**config.mk**
```make
export PLATFORM = sky130hd
export DESIGN_NAME = verificador_contador_flat
export DESIGN_NICKNAME = d
export VERILOG_FILES = /design/src/rtl/verificador_contador_pkg.sv /design/src/rtl/verificador_contador_if.sv /design/src/rtl/modelo_contador.sv /design/src/rtl/verificador_contador.sv /design/src/flat_wrapper.sv
export SDC_FILE = /design/constraint.sdc
export NUM_CORES = 1
export LEC_CHECK = 0
export ABC_AREA = 1
export BUFFER_PORTS_ARGS = -buffer_cell sky130_fd_sc_hd__buf_2
export CAP_MARGIN = 5
export CELL_PAD_IN_SITES_DETAIL_PLACEMENT = 2
export CELL_PAD_IN_SITES_GLOBAL_PLACEMENT = 2
export CORE_ASPECT_RATIO = 0.8
export CORE_MARGIN = 5
export CORE_UTILIZATION = 27
export DETAILED_ROUTE_END_ITERATION = 7
export GPL_TIMING_DRIVEN = 0
export PLACE_DENSITY_LB_ADDON = 0.2
export SYNTH_ARGS = -nofsm -noshare
export SYNTH_HDL_FRONTEND = slang
export SYNTH_HIERARCHICAL = 1
export SYNTH_SLANG_ARGS = --single-unit
```
**constraint.sdc**
```tcl
create_clock -name CLK -period 2.98 [get_ports CLK]
set_input_delay 0.596 -clock CLK [delete_from_list [all_inputs] [get_ports CLK]]
set_output_delay 0.596 -clock CLK [all_outputs]
set_load 0.02 [all_outputs]
```
**src/rtl/verificador_contador_pkg.sv**
```systemverilog
`default_nettype none
// ============================================================================
//  Module      : verificador_contador_pkg
//  Description : Shared mode/state encodings and default sizes for the
//                counter checker.
//  Revision    : 1.0 - initial release
// ============================================================================
package verificador_contador_pkg;

    localparam int WIDTH_DEF = 16;
    localparam int PASO_DEF  = 3;
    localparam int CNT_W_DEF = 16;

    localparam logic [1:0] MODO_SUBE  = 2'b00;
    localparam logic [1:0] MODO_BAJA  = 2'b01;
    localparam logic [1:0] MODO_BAJA3 = 2'b10;
    localparam logic [1:0] MODO_CARGA = 2'b11;

    typedef enum logic [1:0] {
        ST_INIT  = 2'b00,
        ST_CHECK = 2'b01,
        ST_FALLA = 2'b10
    } estado_t;

endpackage
`default_nettype wire

```
**src/rtl/verificador_contador_if.sv**
```systemverilog
`default_nettype none
// ============================================================================
//  Module      : verificador_contador_if
//  Description : Counter bus as seen by stimulus generator and checker.
//  Revision    : 1.0 - initial release
// ============================================================================
interface verificador_contador_if #(
    parameter int WIDTH = verificador_contador_pkg::WIDTH_DEF
);
    logic             ENB;
    logic [1:0]       MODO;
    logic [WIDTH-1:0] entrada;
    logic [WIDTH-1:0] salida;
    logic             RCO;

    modport master (output ENB, MODO, entrada, salida, RCO);
    modport slave  (input  ENB, MODO, entrada, salida, RCO);
endinterface
`default_nettype wire

```
**src/rtl/modelo_contador.sv**
```systemverilog
`default_nettype none
// ============================================================================
//  Module      : modelo_contador
//  Description : Combinational next-count / next-RCO predictor of the
//                4-mode counter.
//  Revision    : 1.0 - initial release
// ============================================================================
module modelo_contador
    import verificador_contador_pkg::*;
#(
    parameter int WIDTH       = WIDTH_DEF,
    parameter int PASO_BAJADA = PASO_DEF
) (
    input  wire logic             i_enb,
    input  wire logic [1:0]       i_modo,
    input  wire logic [WIDTH-1:0] i_entrada,
    input  wire logic [WIDTH-1:0] i_salida,
    output logic      [WIDTH-1:0] o_siguiente,
    output logic                  o_rco
);

    localparam logic [WIDTH-1:0] c_uno  = WIDTH'(1);
    localparam logic [WIDTH-1:0] c_paso = WIDTH'(PASO_BAJADA);

    logic [WIDTH:0] w_resta;

    always_comb begin
        o_siguiente = i_salida;
        o_rco       = 1'b0;
        // Extra MSB carries the borrow of the step-down subtraction.
        w_resta     = {1'b0, i_salida} - {1'b0, c_paso};
        if (i_enb) begin
            case (i_modo)
                MODO_SUBE: begin
                    o_siguiente = i_salida + c_uno;
                    o_rco       = &i_salida;
                end
                MODO_BAJA: begin
                    o_siguiente = i_salida - c_uno;
                    o_rco       = (i_salida == '0);
                end
                MODO_BAJA3: begin
                    o_siguiente = w_resta[WIDTH-1:0];
                    o_rco       = w_resta[WIDTH];
                end
                default: begin
                    o_siguiente = i_entrada;
                    o_rco       = 1'b0;
                end
            endcase
        end
    end

endmodule
`default_nettype wire

```
**src/rtl/verificador_contador.sv**
```systemverilog
`default_nettype none
// ============================================================================
//  Module      : verificador_contador
//  Description : Cycle-by-cycle checker of the 4-mode counter with RCO.
//  Revision    : 1.0 - initial release
// ============================================================================
module verificador_contador
    import verificador_contador_pkg::*;
#(
    parameter int WIDTH       = WIDTH_DEF,
    parameter int PASO_BAJADA = PASO_DEF,
    parameter int CNT_W       = CNT_W_DEF
) (
    input  wire logic              CLK,
    input  wire logic              RESET,
    verificador_contador_if.slave  bus,
    input  wire logic              clr_err,
    output logic                   error,
    output logic                   error_sticky,
    output logic [CNT_W-1:0]       err_count,
    output logic [CNT_W-1:0]       check_count,
    output logic [WIDTH-1:0]       esperado,
    output logic [1:0]             estado
);

    localparam logic [CNT_W-1:0] c_cnt_uno = CNT_W'(1);

    estado_t          r_estado, w_estado_sig;
    logic             r_hist_enb;
    logic [1:0]       r_hist_modo;
    logic [WIDTH-1:0] r_hist_entrada, r_hist_salida;
    logic [WIDTH-1:0] w_pred;
    logic             w_pred_rco, w_compara, w_falla;
    logic             r_error, r_sticky;
    logic [CNT_W-1:0] r_err_count, r_check_count;

    modelo_contador #(
        .WIDTH       (WIDTH),
        .PASO_BAJADA (PASO_BAJADA)
    ) u_modelo (
        .i_enb       (r_hist_enb),
        .i_modo      (r_hist_modo),
        .i_entrada   (r_hist_entrada),
        .i_salida    (r_hist_salida),
        .o_siguiente (w_pred),
        .o_rco       (w_pred_rco)
    );

    // History is only meaningful once one post-reset edge has been captured.
    assign w_compara = (r_estado != ST_INIT);
    assign w_falla   = w_compara &&
                       ((bus.salida != w_pred) || (bus.RCO != w_pred_rco));

    always_ff @(posedge CLK) begin
        if (RESET) r_estado <= ST_INIT;
        else       r_estado <= w_estado_sig;
    end

    always_comb begin
        w_estado_sig = r_estado;
        case (r_estado)
            ST_INIT:  w_estado_sig = ST_CHECK;
            ST_CHECK: if (w_falla && !clr_err) w_estado_sig = ST_FALLA;
            ST_FALLA: if (clr_err) w_estado_sig = ST_CHECK;
            default:  w_estado_sig = ST_INIT;
        endcase
    end

    always_ff @(posedge CLK) begin
        if (RESET) begin
            r_hist_enb     <= 1'b0;
            r_hist_modo    <= 2'b00;
            r_hist_entrada <= '0;
            r_hist_salida  <= '0;
            r_error        <= 1'b0;
            r_sticky       <= 1'b0;
            r_err_count    <= '0;
            r_check_count  <= '0;
        end else begin
            // Always resynchronise on the observed output, never on the prediction.
            r_hist_enb     <= bus.ENB;
            r_hist_modo    <= bus.MODO;
            r_hist_entrada <= bus.entrada;
            r_hist_salida  <= bus.salida;
            r_error        <= w_falla;
            if (clr_err) begin
                r_sticky    <= 1'b0;
                r_err_count <= '0;
            end else if (w_falla) begin
                r_sticky <= 1'b1;
                if (r_err_count != '1) r_err_count <= r_err_count + c_cnt_uno;
            end
            if (w_compara && (r_check_count != '1))
                r_check_count <= r_check_count + c_cnt_uno;
        end
    end

    assign error        = r_error;
    assign error_sticky = r_sticky;
    assign err_count    = r_err_count;
    assign check_count  = r_check_count;
    assign esperado     = w_compara ? w_pred : '0;
    assign estado       = r_estado;

endmodule
`default_nettype wire

```
**src/flat_wrapper.sv**
```systemverilog
// flat-port wrapper written by rule: the top's interface ports become plain ports
module verificador_contador_flat import verificador_contador_pkg::*;
#(
    parameter int WIDTH       = WIDTH_DEF,
    parameter int PASO_BAJADA = PASO_DEF,
    parameter int CNT_W       = CNT_W_DEF
)
  (CLK, RESET, clr_err, error, error_sticky, err_count, check_count, esperado, estado, bus_ENB, bus_MODO, bus_entrada, bus_salida, bus_RCO);
  verificador_contador_if #(.WIDTH(WIDTH)) bus_i ();
  input  wire logic CLK;
  input  wire logic RESET;
  input  wire logic clr_err;
  output logic error;
  output logic error_sticky;
  output logic [CNT_W-1:0] err_count;
  output logic [CNT_W-1:0] check_count;
  output logic [WIDTH-1:0] esperado;
  output logic [1:0] estado;
  input wire logic [$bits(bus_i.ENB)-1:0] bus_ENB;
  input wire logic [$bits(bus_i.MODO)-1:0] bus_MODO;
  input wire logic [$bits(bus_i.entrada)-1:0] bus_entrada;
  input wire logic [$bits(bus_i.salida)-1:0] bus_salida;
  input wire logic [$bits(bus_i.RCO)-1:0] bus_RCO;
  assign bus_i.ENB = bus_ENB;
  assign bus_i.MODO = bus_MODO;
  assign bus_i.entrada = bus_entrada;
  assign bus_i.salida = bus_salida;
  assign bus_i.RCO = bus_RCO;
  verificador_contador #(.WIDTH(WIDTH), .PASO_BAJADA(PASO_BAJADA), .CNT_W(CNT_W)) u_core (.CLK(CLK), .RESET(RESET), .bus(bus_i), .clr_err(clr_err), .error(error), .error_sticky(error_sticky), .err_count(err_count), .check_count(check_count), .esperado(esperado), .estado(estado));
endmodule
```
==> results of run 1 <==
==> flip-flops by register name (all words and copies together), names as in the netlist <==
name and cells:
u_core/r_hist_entrada 16, u_core/r_hist_modo 2, u_core/r_hist_enb 1, u_core/r_hist_salida 16
u_core/error 1, u_core/estado 2, u_core/error_sticky 1, u_core/err_count 16
u_core/check_count 16
==> logic make-up after synthesis <==
family                     Yosys count  share of synthesized area [%]
and+or+nand+nor                    481                           42.3
buffers and inverters              161                           12.7
AOI/OAI and AO/OA                  102                           11.5
DFF                                 71                           27.5
xor gates and xnor gates            28                           4.74
adders and majority gates            5                           1.21
==> placed cells by master (no fill, tap or decap), drive strengths merged, types with 4 or more instances in the layout <==
cell,count
nand2,231
nor2,142
inv,138
buf,136
dfxtp,71
nand3,54
a21oi,50
o21ai,30
nand4,27
clkbuf,22
xor2,15
xnor2,13
nor3,12
nand3b,6
ha,5
a41oi,5
o21a,4
o21bai,4
==> Yosys cell counts, drive strengths merged, types with 2 or more instances <==
cell | number | share of area, %
a211oi | 2 | 0.29
a21oi | 50 | 5.1
a22oi | 3 | 0.44
a31oi | 2 | 0.24
a41oi | 5 | 0.85
and2 | 3 | 0.36
and3 | 2 | 0.24
buf | 10 | 1.7
clkbuf | 15 | 1.1
dfxtp | 71 | 27
ha | 5 | 1.2
inv | 136 | 9.9
nand2 | 231 | 19
nand3 | 54 | 6.0
nand3b | 6 | 0.87
nand4 | 27 | 3.6
nor2 | 142 | 11
nor3 | 12 | 1.2
nor4 | 3 | 0.36
o21a | 4 | 0.58
o21ai | 30 | 2.9
o21bai | 4 | 0.80
xnor2 | 13 | 2.2
xor2 | 15 | 2.5
==> worst max-delay path: cells and delay by family (launching register included) <==
kind	cells	cell delay [ns]
buffers and inverters	4	0.52
DFF	1	0.38
and+or+nand+nor	11	1.11
AOI/OAI and AO/OA	1	0.17
==> power breakdown <==
group | leakage [nW] | total [mW] | internal (mW) | switching, mW
Sequential | 0.585 | 1.03 | 0.985 | 0.0443
Combinational | 2.62 | 0.772 | 0.287 | 0.484
Clock | 0.150 | 1.19 | 0.739 | 0.448
Total | 3.36 | 2.99 | 2.01 | 0.977
==> what timing repair did <==
item,CTS,global route
buffers inserted,25,11
pin swaps,49,59
gates resized for setup,109,91
cloned,2,0
endpoints found under the setup margin,35,36
==> cell type report <==
| class | instances | area, um2 |
|---|---|---|
| Buffer | 22 | 158 |
| Clock buffer | 10 | 229 |
| Clock inverter | 6 | 92.6 |
| Fill cell | 2336 | 11700 |
| Inverter | 136 | 520 |
| Multi-Input combinational cell | 616 | 3670 |
| Sequential cell | 71 | 1430 |
| Tap cell | 258 | 323 |
| Timing Repair Buffer | 126 | 848 |
==> path summary, 6_finish.rpt <==
check,from,to,cells past startpoint
worst min register to register,u_core/error_sticky$_SDFFE_PP0P_,u_core/error_sticky$_SDFFE_PP0P_,2
worst max-delay path,u_core/r_hist_modo[1]$_SDFF_PP0_,esperado[15],16
worst min-delay path,bus_entrada[5],u_core/r_hist_entrada[5]$_SDFF_PP0_,3
worst max register to register,u_core/r_hist_modo[1]$_SDFF_PP0_,u_core/err_count[5]$_SDFFE_PP0P_,26
==> stage by stage <==
step           utilization [%]  power [mW]  hold WS [ns]  cells  cell area [um2]
6_report                  38.4        2.99         0.456   1245             7270
5_1_grt                   38.4        3.14         0.459   1245             7270
4_1_cts                   36.4        2.95         0.444   1237             6890
3_5_place_dp              31.4        1.63         0.444   1196             5940
3_3_place_gp              31.4        1.62         0.449   1196             5940
2_1_floorplan                -        1.42         0.526    848             5170
==> routing by layer <==
layer / share of wire (%) / up-vias
met2: 51 / 68
met3: 2.3 / 24
met4: 1.0 / 6
met5: 0.16 / -
li1: - / 2951
met1: 46 / 2899
==> PnR_summary.wiki, run 1 <==
{| class="wikitable"
! Metric !! Value
|-
| Cell Rows || 45
|-
| Congestion Overflow GR || 0
|-
| Worst-skew pair later-pin latency || 0.34 ns
|-
| Clock tree buffer depth || 2
|-
| Final number of max-transition violations || 0
|-
| Count of state elements after synthesis || 71
|-
| Routed vias || 5948
|-
| Synthesized area || 5170 um2
|-
| Synthesis-to-layout area growth || 40.6%
|-
| Cell at the root of the clock tree || clkbuf_16
|-
| Clock tree from TritonCTS || yes
|-
| All-Layer GR Usage || 19.6%
|-
| Met1 Usage GRT || 25.6%
|-
| Power density over cell area || 411 nW/um2
|-
| Sequential cell area fraction in the yosys report || 27.5%
|-
| CTS clock-pin slew for the worst setup and hold paths || 0.06 ns
|-
| Count of flip-flops with a built-in enable after synthesis || 0
|-
| Worst setup path category || flop to primary output
|-
| DRC violations left || 0
|-
| Hold-fix buffers, CTS || 0
|-
| Number of input and output port buffers inserted || 90
|-
| Initial antenna violation count || 3
|-
| Number of clock sinks seen by CTS || 71
|-
| Violations in the final reports || negative setup slack
|-
| Post-route ant nets || 0
|-
| Top-level port count || 91
|-
| Effective utilization at floorplan || 27.3%
|-
| Period utilisation layout || 105%
|-
| Met2 usage || 34.2%
|-
| CP dominant cell by count || nand2_4
|-
| Most common flop cell mapped by yosys || dfxtp_1
|-
| Die outline width || 165 um
|-
| Final hold violations || 0
|-
| Largest driver fanout on the critical path || 8
|-
| Final-report setup violation count || 27
|-
| Max Cap Violations || 0
|-
| Die H || 134 um
|-
| Length of the first detailed-routing pass in iterations || 4
|-
| Number of global-route vias before repair || 6299
|-
| Most congested layer reported by global routing || met2
|-
| Unique cell type count in the Yosys netlist || 45
|-
| Met3 layer usage reported by global route || 2.97%
|-
| Startpoint type of the worst setup path || flop
|-
| First-pass GRT wire length || 34.0 mm
|-
| H-tree level count || 3
|-
| Maximum achievable frequency || 0.319 GHz
|-
| Final period demand of the worst path || 3.13 ns
|-
| Tightest Pin Transition || 0.659 ns
|-
| Gate count of the mapped netlist || 848
|-
| Post-route setup TNS || -2.18 ns
|-
| Core box area || 18900 um2
|-
| Largest incremental delay on the critical path || 0.38 ns
|-
| Number of diodes || 0
|-
| Worst path setup slack after routing || -0.151 ns
|-
| Headroom to the max-slew limit || 56.1%
|-
| Worst path required time || 2.38 ns
|-
| Critical path endpoint category || primary output
|-
| Total die area || 22000 um2
|-
| Data arrival time of the critical path || 2.53 ns
|-
| Pin count of the biggest net entering global routing || 14
|-
| Average detailed-routed wire length per instance || 17.4 um
|-
| Static Leakage || 3.36 nW
|-
| Wirelength, routed || 21.6 mm
|-
| RePlAce Congestion || 0.786
|-
| Warnings from Yosys || 6
|-
| Setup Slack @ Placement || -1.07 ns
|-
| Setup repair after global routing missed its margin || yes
|-
| Average instance area after synthesis || 6.10 um2
|-
| Mean number of vias per cell || 4.78
|-
| Share of layout cells above drive strength 1 || 32.1%
|-
| Worst-case register-to-register setup slack || -0.11 ns
|-
| Outcome || finished, violations left
|-
| Number of violations reported at the end of detailed-routing iteration 0 || 173
|-
| Nets || 1026
|-
| Series of cell instances along the critical path || buf_8 > nor2_4 > buf_8 > nand2_4 > nand2_4 > nand2_4 > nor2_4 > nand2_4 > nand2_4 > nand2_4 > nand3_4 > nand3_4 > a21oi_4 > inv_2 > nor2_2 > buf_6
|-
| Worst supply voltage drop on vdd || 0.215 mV
|-
| Synthesized netlist net count || 892
|-
| Share of flip-flops with an asynchronous set or reset after synthesis || 0%
|-
| Post-detail-place hpwl || 16.1 mm
|-
| Total CTS buffers || 9
|-
| Hold WC Path Type || input pin to flop
|-
| Slowest stage cell on the critical path || dfxtp_4
|-
| Worst clock skew on the final layout || 0.00444 ns
|}
(Power assumes the default switching activity.)
==> run 2: changes to the inputs <==
--- a/config.mk
+++ b/config.mk
@@ -16,7 +16,7 @@
 export DETAILED_ROUTE_END_ITERATION = 7
 export GPL_TIMING_DRIVEN = 0
 export PLACE_DENSITY_LB_ADDON = 0.2
+export SLEW_MARGIN = 10
 export SYNTH_ARGS = -nofsm -noshare
 export SYNTH_HDL_FRONTEND = slang
-export SYNTH_HIERARCHICAL = 1
 export SYNTH_SLANG_ARGS = --single-unit
==> run 2 against run 1 <==
Net effect:
- the flow still finishes with violations (negative setup slack)
- die area up 0.68%
- sequential share of layout area decreased by 0.25 points
- clock skew rose by 0.0035 ns
- synthesized cell count up 0.12%
- global-route usage up 0.36 points
- clock power fell by 16%
- register-to-register slack better by 0.08 ns
- sequential cell count did not move
- cell count up 0.72%
- cell area up 1.7%
- setup slack got worse by 0.058 ns
- combinational power grew 5.7%
- critical path type unchanged
- largest power group is now sequential cells
==> PnR_summary.wiki, run 2 <==
{| class="wikitable"
! Metric !! Value
|-
| Area occupied by multi-input gates || 3760 um2
|-
| Worst setup path category || flop to primary output
|-
| Final cell area excluding filler cells || 7390 um2
|-
| Average instance area after synthesis || 6.13 um2
|-
| CTS clock-pin slew for the worst setup and hold paths || 0.06 ns
|-
| Most used cells in the layout excluding fill and tap cells || nand2_1 (164), inv_1 (113), buf_2 (82)
|-
| Top-level port count || 91
|-
| Die H || 134 um
|-
| Number of global-route vias before repair || 6732
|-
| Synthesis-to-layout area growth || 41.9%
|-
| Number of violations reported at the end of detailed-routing iteration 0 || 196
|-
| Hold-fix buffers, CTS || 0
|-
| First-pass GRT wire length || 35.1 mm
|-
| Number of clock sinks seen by CTS || 71
|-
| Final hold violations || 0
|-
| Max Cap Violations || 0
|-
| Gate count of the mapped netlist || 849
|-
| Worst-case register-to-register setup slack || -0.03 ns
|-
| Unique cell type count in the Yosys netlist || 42
|-
| Crit path max-delay family || buffers and inverters
|-
| Startpoint type of the worst setup path || flop
|-
| Commonest non-fill, non-tap cell in the layout || nand2_1
|-
| Beginning of the worst register-to-register path || u_core.r_hist_modo[0]$_SDFF_PP0_
|-
| Final period demand of the worst path || 3.19 ns
|-
| Worst-skew pair later-pin latency || 0.34 ns
|-
| Power density over cell area || 384 nW/um2
|-
| Outcome || finished, violations left
|-
| Number of input and output port buffers inserted || 89
|-
| H-tree level count || 3
|-
| Setup repair after global routing missed its margin || yes
|-
| Utilization after layout || 38.9%
|-
| Worst clock skew on the final layout || 0.00795 ns
|-
| Count of flip-flops with a built-in enable after synthesis || 0
|-
| Static Leakage || 3.43 nW
|-
| Layout fillers || 2291
|-
| Die outline width || 165 um
|-
| Pin count of the biggest net entering global routing || 13
|-
| Congestion Overflow GR || 0
|-
| Headroom to the max-slew limit || 43.9%
|-
| Nets || 1035
|-
| Most common flop cell mapped by yosys || dfxtp_1
|-
| RePlAce Congestion || 0.815
|-
| Worst path setup slack after routing || -0.209 ns
|-
| Post-detail-place hpwl || 16.1 mm
|-
| Sequential cell area fraction in the yosys report || 27.3%
|-
| Largest incremental delay on the critical path || 0.34 ns
|-
| Worst setup endpoint || esperado[15]
|-
| Tightest Pin Transition || 0.842 ns
|-
| Mean number of vias per cell || 4.89
|-
| Post-route ant nets || 0
|-
| Total CTS buffers || 9
|-
| Cell types occupying the most area after synthesis || dfxtp_1 (27%), nand2_1 (15%), inv_1 (8.4%)
|-
| Data arrival time of the critical path || 2.59 ns
|-
| Cell at the root of the clock tree || clkbuf_16
|-
| Worst path required time || 2.38 ns
|-
| Maximum achievable frequency || 0.314 GHz
|-
| DRC violations left || 0
|-
| Crit path buf inv count || 6
|-
| CP dominant cell by count || buf_8
|-
| All-Layer GR Usage || 20.0%
|-
| Final-report setup violation count || 13
|-
| Effective utilization at floorplan || 27.4%
|-
| Cell with the most instances after synthesis || nand2_1
|-
| Slowest stage cell on the critical path || dfxtp_2
|-
| Instance area after placement || 5970 um2
|-
| Cell accounting for the most synthesized area || dfxtp_1
|-
| Reg2Reg Depth || 25
|-
| Synthesized netlist net count || 893
|-
| Synth top area share || 27.3%
|-
| Post-synth top cells || nand2_1 (212), inv_1 (116), nor2_1 (98)
|-
| Clock tree buffer depth || 2
|-
| Clock tree from TritonCTS || yes
|-
| Largest driver fanout on the critical path || 8
|-
| Hold WC Path Type || input pin to flop
|-
| Count of state elements after synthesis || 71
|-
| Critical path endpoint category || primary output
|-
| Total die area || 22200 um2
|-
| Final number of max-transition violations || 0
|-
| Number of gates on the worst path with buffers counted || 16
|-
| Length of the first detailed-routing pass in iterations || 4
|-
| Share of layout cells above drive strength 1 || 35.2%
|-
| Average detailed-routed wire length per instance || 18.1 um
|-
| Core box area || 19000 um2
|-
| Synthesized area || 5210 um2
|-
| Worst supply voltage drop on vdd || 0.258 mV
|-
| Wirelength, routed || 22.6 mm
|-
| Period utilisation layout || 107%
|-
| Initial antenna violation count || 4
|-
| Combined flip-flop and latch cell area || 1430 um2
|-
| Share of flip-flops with an asynchronous set or reset after synthesis || 0%
|-
| Origin of the worst setup path || u_core.r_hist_modo[0]$_SDFF_PP0_
|-
| Routed vias || 6137
|-
| Cell Rows || 45
|-
| Worst reg2reg path endpoint || u_core.err_count[4]$_SDFFE_PP0P_
|-
| Number of diodes || 0
|-
| Series of cell instances along the critical path || buf_8 > nand2_8 > buf_4 > buf_8 > buf_8 > buf_4 > nand2_1 > nand2_2 > nand2_2 > nor2_1 > a21oi_1 > nand3_1 > nand3_4 > nand2_4 > a21oi_4 > buf_6
|-
| Warnings from Yosys || 0
|-
| Violations in the final reports || negative setup slack
|}
-- run 2: cell count changes after synthesis, moves of 6 or more --
cell      change
nor2_1       -34
nand3_1      +33
inv_1        -13
nand2_2      +10
o211ai_1      +8
a21oi_1       +6
a21oi_2       +6
nand3b_1      -6
xnor2_1       -6
-- run 2: power breakdown --
group / internal, mW / leakage [nW] / switching, mW / total [mW]
clock network: 0.559 / 0.124 / 0.443 / 1.00
registers: 0.986 / 0.586 / 0.0352 / 1.02
logic: 0.296 / 2.72 / 0.520 / 0.816
-- run 2: what timing repair did --
item                                    in CTS  in global routing
buffers inserted                            23                 22
endpoints found under the hold margin        0                  0
gates resized for setup                    112                 93
pin swaps                                   33                 38
endpoints found under the setup margin      37                 34
gates cloned                                 1                  0
-- run 2: worst min path at each step --
stage / startpoint / slack [ns] / depth (start not counted) / to
6_report: bus_entrada[2] / 0.45 / 3 / u_core.r_hist_entrada[2]$_SDFF_PP0_
2_1_floorplan: u_core.error_sticky$_SDFFE_PP0P_ / 0.53 / 2 / u_core.error_sticky$_SDFFE_PP0P_
4_1_cts: bus_MODO[1] / 0.45 / 3 / u_core.r_hist_modo[1]$_SDFF_PP0_
3_3_place_gp: u_core.error_sticky$_SDFFE_PP0P_ / 0.44 / 2 / u_core.error_sticky$_SDFFE_PP0P_
3_5_place_dp: u_core.error_sticky$_SDFFE_PP0P_ / 0.46 / 2 / u_core.error_sticky$_SDFFE_PP0P_
5_1_grt: bus_entrada[2] / 0.46 / 3 / u_core.r_hist_entrada[2]$_SDFF_PP0_
-- run 2: cell families after synthesis --
family	Yosys count	synth area share, %
flip-flops	71	27.3
buffers and inverters	157	12.7
XOR/XNOR	23	4.23
adder cells (fa/ha/maj)	5	1.20
AO/OA/AOI/OAI	110	12.3
AND/OR/NAND/NOR	483	42.3
-- run 2: metal layers --
layer,wire (um),vias up,GRT usage (%)
li1,-,3002,-
met1,10100,2992,26.3
met2,11400,107,34.6
met3,796,28,3.56
met4,280,8,3.51
met5,46,-,0
-- run 2: area by class of cell --
cell class / count / share of cell area (%)
Inverter: 125 / 6.56
Multi-Input combinational cell: 621 / 51.0
Timing Repair Buffer: 135 / 12.4
Buffer: 28 / 2.68
Sequential cell: 71 / 19.4
Tap cell: 258 / 4.37
Clock buffer: 10 / 3.10
Clock inverter: 6 / 0.508
-- run 2: worst min-delay path: cells and delay by family --
family | cells | cell delay (ns)
buf+inv | 2 | 0.10
simple gates | 1 | 0.06
-- run 2: stage by stage --
| step | setup WS (ns) | power, mW | cells | setup TNS [ns] | hold WS [ns] |
|---|---|---|---|---|---|
| after global placement | -0.529 | 1.63 | 1196 | -9.47 | 0.441 |
| after global routing | -0.301 | 2.98 | 1254 | -6.63 | 0.455 |
| after CTS | -0.0967 | 2.76 | 1233 | -0.991 | 0.450 |
| after floorplan | 0.230 | 1.43 | 849 | 0 | 0.526 |
| after detailed placement | -0.607 | 1.65 | 1196 | -11.20 | 0.457 |
| final | -0.209 | 2.84 | 1254 | -0.598 | 0.452 |
==> run 3: changes to the inputs <==
--- a/config.mk
+++ b/config.mk
@@ -16,7 +16,9 @@
 export DETAILED_ROUTE_END_ITERATION = 7
 export GPL_TIMING_DRIVEN = 0
 export PLACE_DENSITY_LB_ADDON = 0.2
+export RECOVER_POWER = 25
 export SLEW_MARGIN = 10
 export SYNTH_ARGS = -nofsm -noshare
 export SYNTH_HDL_FRONTEND = slang
 export SYNTH_SLANG_ARGS = --single-unit
+export TNS_END_PERCENT = 30
==> run 3 against run 2 <==
Net effect:
- the flow still finishes with violations (negative setup slack)
- routed wire length is 5.8% lower
- non-clock buffer count shrank 13
- clock power is essentially flat
- register-to-register slack about the same
- global-route usage decreased by 0.56 points
- setup slack better by 0.099 ns
- sequential share of layout area increased by 1.4 points
==> PnR_summary.wiki, run 3 (synthesis results as in run 2) <==
{| class="wikitable"
! Metric !! Value
|-
| Outcome || finished, violations left
|-
| Violations in the final reports || negative setup slack
|-
| Instance area after placement || 5970 um2
|-
| Cell at the root of the clock tree || clkbuf_16
|-
| Commonest non-fill, non-tap cell in the layout || nand2_1
|-
| Number of violations reported at the end of detailed-routing iteration 0 || 189
|-
| Final hold violations || 0
|-
| Worst setup path category || flop to primary output
|-
| Cell Rows || 45
|-
| Hold WC Path Type || input pin to flop
|-
| Final-report setup violation count || 13
|-
| Worst reg2reg path endpoint || u_core.err_count[5]$_SDFFE_PP0P_
|-
| Die outline width || 165 um
|-
| Nets || 1022
|-
| Period utilisation layout || 104%
|-
| Worst path required time || 2.38 ns
|-
| Final cell area excluding filler cells || 6880 um2
|-
| Worst-case register-to-register setup slack || -0.03 ns
|-
| Max Cap Violations || 0
|-
| Worst-skew pair later-pin latency || 0.34 ns
|-
| Clock tree buffer depth || 2
|-
| Total die area || 22200 um2
|-
| Final period demand of the worst path || 3.09 ns
|-
| Hold Path Sink || u_core.r_hist_modo[1]$_SDFF_PP0_
|-
| Internal power || 1.80 mW
|-
| Length of the first detailed-routing pass in iterations || 4
|-
| Net switching fraction of the power || 34.2%
|-
| Average detailed-routed wire length per instance || 17.2 um
|-
| Net Sw Power || 0.936 mW
|-
| Effective utilization at floorplan || 27.4%
|-
| Number of diodes || 0
|-
| Beginning of the worst register-to-register path || u_core.r_hist_modo[0]$_SDFF_PP0_
|-
| All-Layer GR Usage || 19.4%
|-
| Number of clock sinks seen by CTS || 71
|-
| Final number of max-transition violations || 0
|-
| Hold Crit Depth || 3
|-
| Number of input and output port buffers inserted || 89
|-
| Die H || 134 um
|-
| CTS clock-pin slew for the worst setup and hold paths || 0.06 ns
|-
| Worst supply voltage drop on vdd || 0.256 mV
|-
| Sequential power share || 37.3%
|-
| Routed vias || 5963
|-
| Maximum achievable frequency || 0.324 GHz
|-
| Headroom to the max-slew limit || 50.9%
|-
| Tightest Pin Transition || 0.736 ns
|-
| Post-detail-place hpwl || 16.1 mm
|-
| Pin count of the biggest net entering global routing || 13
|-
| Initial antenna violation count || 4
|-
| Worst clock skew on the final layout || 0.00967 ns
|-
| Most used cells in the layout excluding fill and tap cells || nand2_1 (189), inv_1 (115), nor2_1 (86)
|-
| Total CTS buffers || 9
|-
| Critical path endpoint category || primary output
|-
| Mean number of vias per cell || 4.80
|-
| Startpoint type of the worst setup path || flop
|-
| Post-route setup TNS || -0.393 ns
|-
| Data arrival time of the critical path || 2.49 ns
|-
| Setup repair after global routing missed its margin || yes
|-
| RePlAce Congestion || 0.815
|-
| Post-route ant nets || 0
|-
| Overall power after layout || 2.73 mW
|-
| Share of layout cells above drive strength 1 || 28.6%
|-
| Clock tree from TritonCTS || yes
|-
| Number of global-route vias before repair || 6595
|-
| Hold-fix buffers, CTS || 0
|-
| Core box area || 19000 um2
|-
| Clock group share of total power || 36.4%
|-
| Largest driver fanout on the critical path || 5
|-
| Hold path start || bus_MODO[1]
|-
| Utilization after layout || 36.3%
|-
| Congestion Overflow GR || 0
|-
| Worst path setup slack after routing || -0.110 ns
|-
| Synthesis-to-layout area growth || 32.2%
|-
| Static Leakage || 3.23 nW
|-
| DRC violations left || 0
|-
| Reg2Reg Depth || 24
|-
| Part of the total power dissipated in combinational logic || 26.3%
|-
| Worst hold slack across all endpoints || 0.455 ns
|-
| Wirelength, routed || 21.3 mm
|-
| First-pass GRT wire length || 34.1 mm
|-
| Top-level port count || 91
|-
| H-tree level count || 3
|-
| Power density over cell area || 397 nW/um2
|}
==> run 3: area by class of cell <==
type                    instances  area (um2)
clock buffers                  10         229
fillers                      2359       12100
plain buffers                  29         196
repair buffers                121         777
clock inverters                 6        37.5
flip-flops and latches         71        1430
inverters                     125         482
well taps                     258         323
multi-input cells             621        3400
==> run 3: worst max-delay path by stage <==
stage / startpoint / end / slack, ns / cells after the start
6_report: u_core.r_hist_modo[0]$_SDFF_PP0_ / esperado[12] / -0.11 / 16
5_1_grt: u_core.r_hist_modo[0]$_SDFF_PP0_ / esperado[15] / -0.26 / 14
4_1_cts: u_core.r_hist_modo[0]$_SDFF_PP0_ / esperado[12] / -0.11 / 16
3_5_place_dp: u_core.r_hist_modo[1]$_SDFF_PP0_ / u_core.err_count[9]$_SDFFE_PP0P_ / -0.61 / 27
3_3_place_gp: u_core.r_hist_modo[1]$_SDFF_PP0_ / u_core.err_count[10]$_SDFFE_PP0P_ / -0.53 / 27
2_1_floorplan: u_core.r_hist_modo[1]$_SDFF_PP0_ / u_core.err_count[14]$_SDFFE_PP0P_ / 0.23 / 25
==> run 3: metal layers <==
| metal | GRT usage [%] | up-vias | share of wire, % |
|---|---|---|---|
| li1 | - | 2968 | - |
| met1 | 26.0 | 2904 | 48 |
| met2 | 33.5 | 64 | 49 |
| met3 | 3.07 | 19 | 2.2 |
| met4 | 3.09 | 8 | 0.82 |
| met5 | 0 | - | 0.20 |
==> run 3: timing repair <==
item | 4_1_cts | 5_1_grt
buffers inserted | 18 | 13
resized for setup | 52 | 55
pin swaps | 14 | 28
endpoints found under the setup margin | 37 | 34
gates cloned | 1 | 0
==> run 3: power by group through the flow <==
stage	logic (mW)	clock network, mW	registers, mW
floorplan	0.395	0	1.04
global placement	0.601	0	1.03
detailed placement	0.613	0	1.03
CTS	0.680	1.02	1.02
global route	0.795	1.06	1.02
finish	0.719	0.995	1.02
==> run 3: per-stage QoR <==
stage | instances | worst slack (ns)
5_1_grt | 1241 | -0.261
6_report | 1241 | -0.110
3_5_place_dp | 1196 | -0.607
2_1_floorplan | 849 | 0.230
3_3_place_gp | 1196 | -0.529
4_1_cts | 1229 | -0.111
==> run 3: critical path: stages (launching register included) <==
cell	delay (ns)
dfxtp_2	0.34
buf_8	0.14
nand2_8	0.07
buf_12	0.13
buf_4	0.14
nand2_1	0.07
nand2_2	0.08
nor2_2	0.16
nand2_2	0.07
nand2_2	0.08
nand3_1	0.14
nand2_1	0.11
nand2_1	0.05
nand3_1	0.13
nand2_2	0.10
a21oi_1	0.16
buf_4	0.17
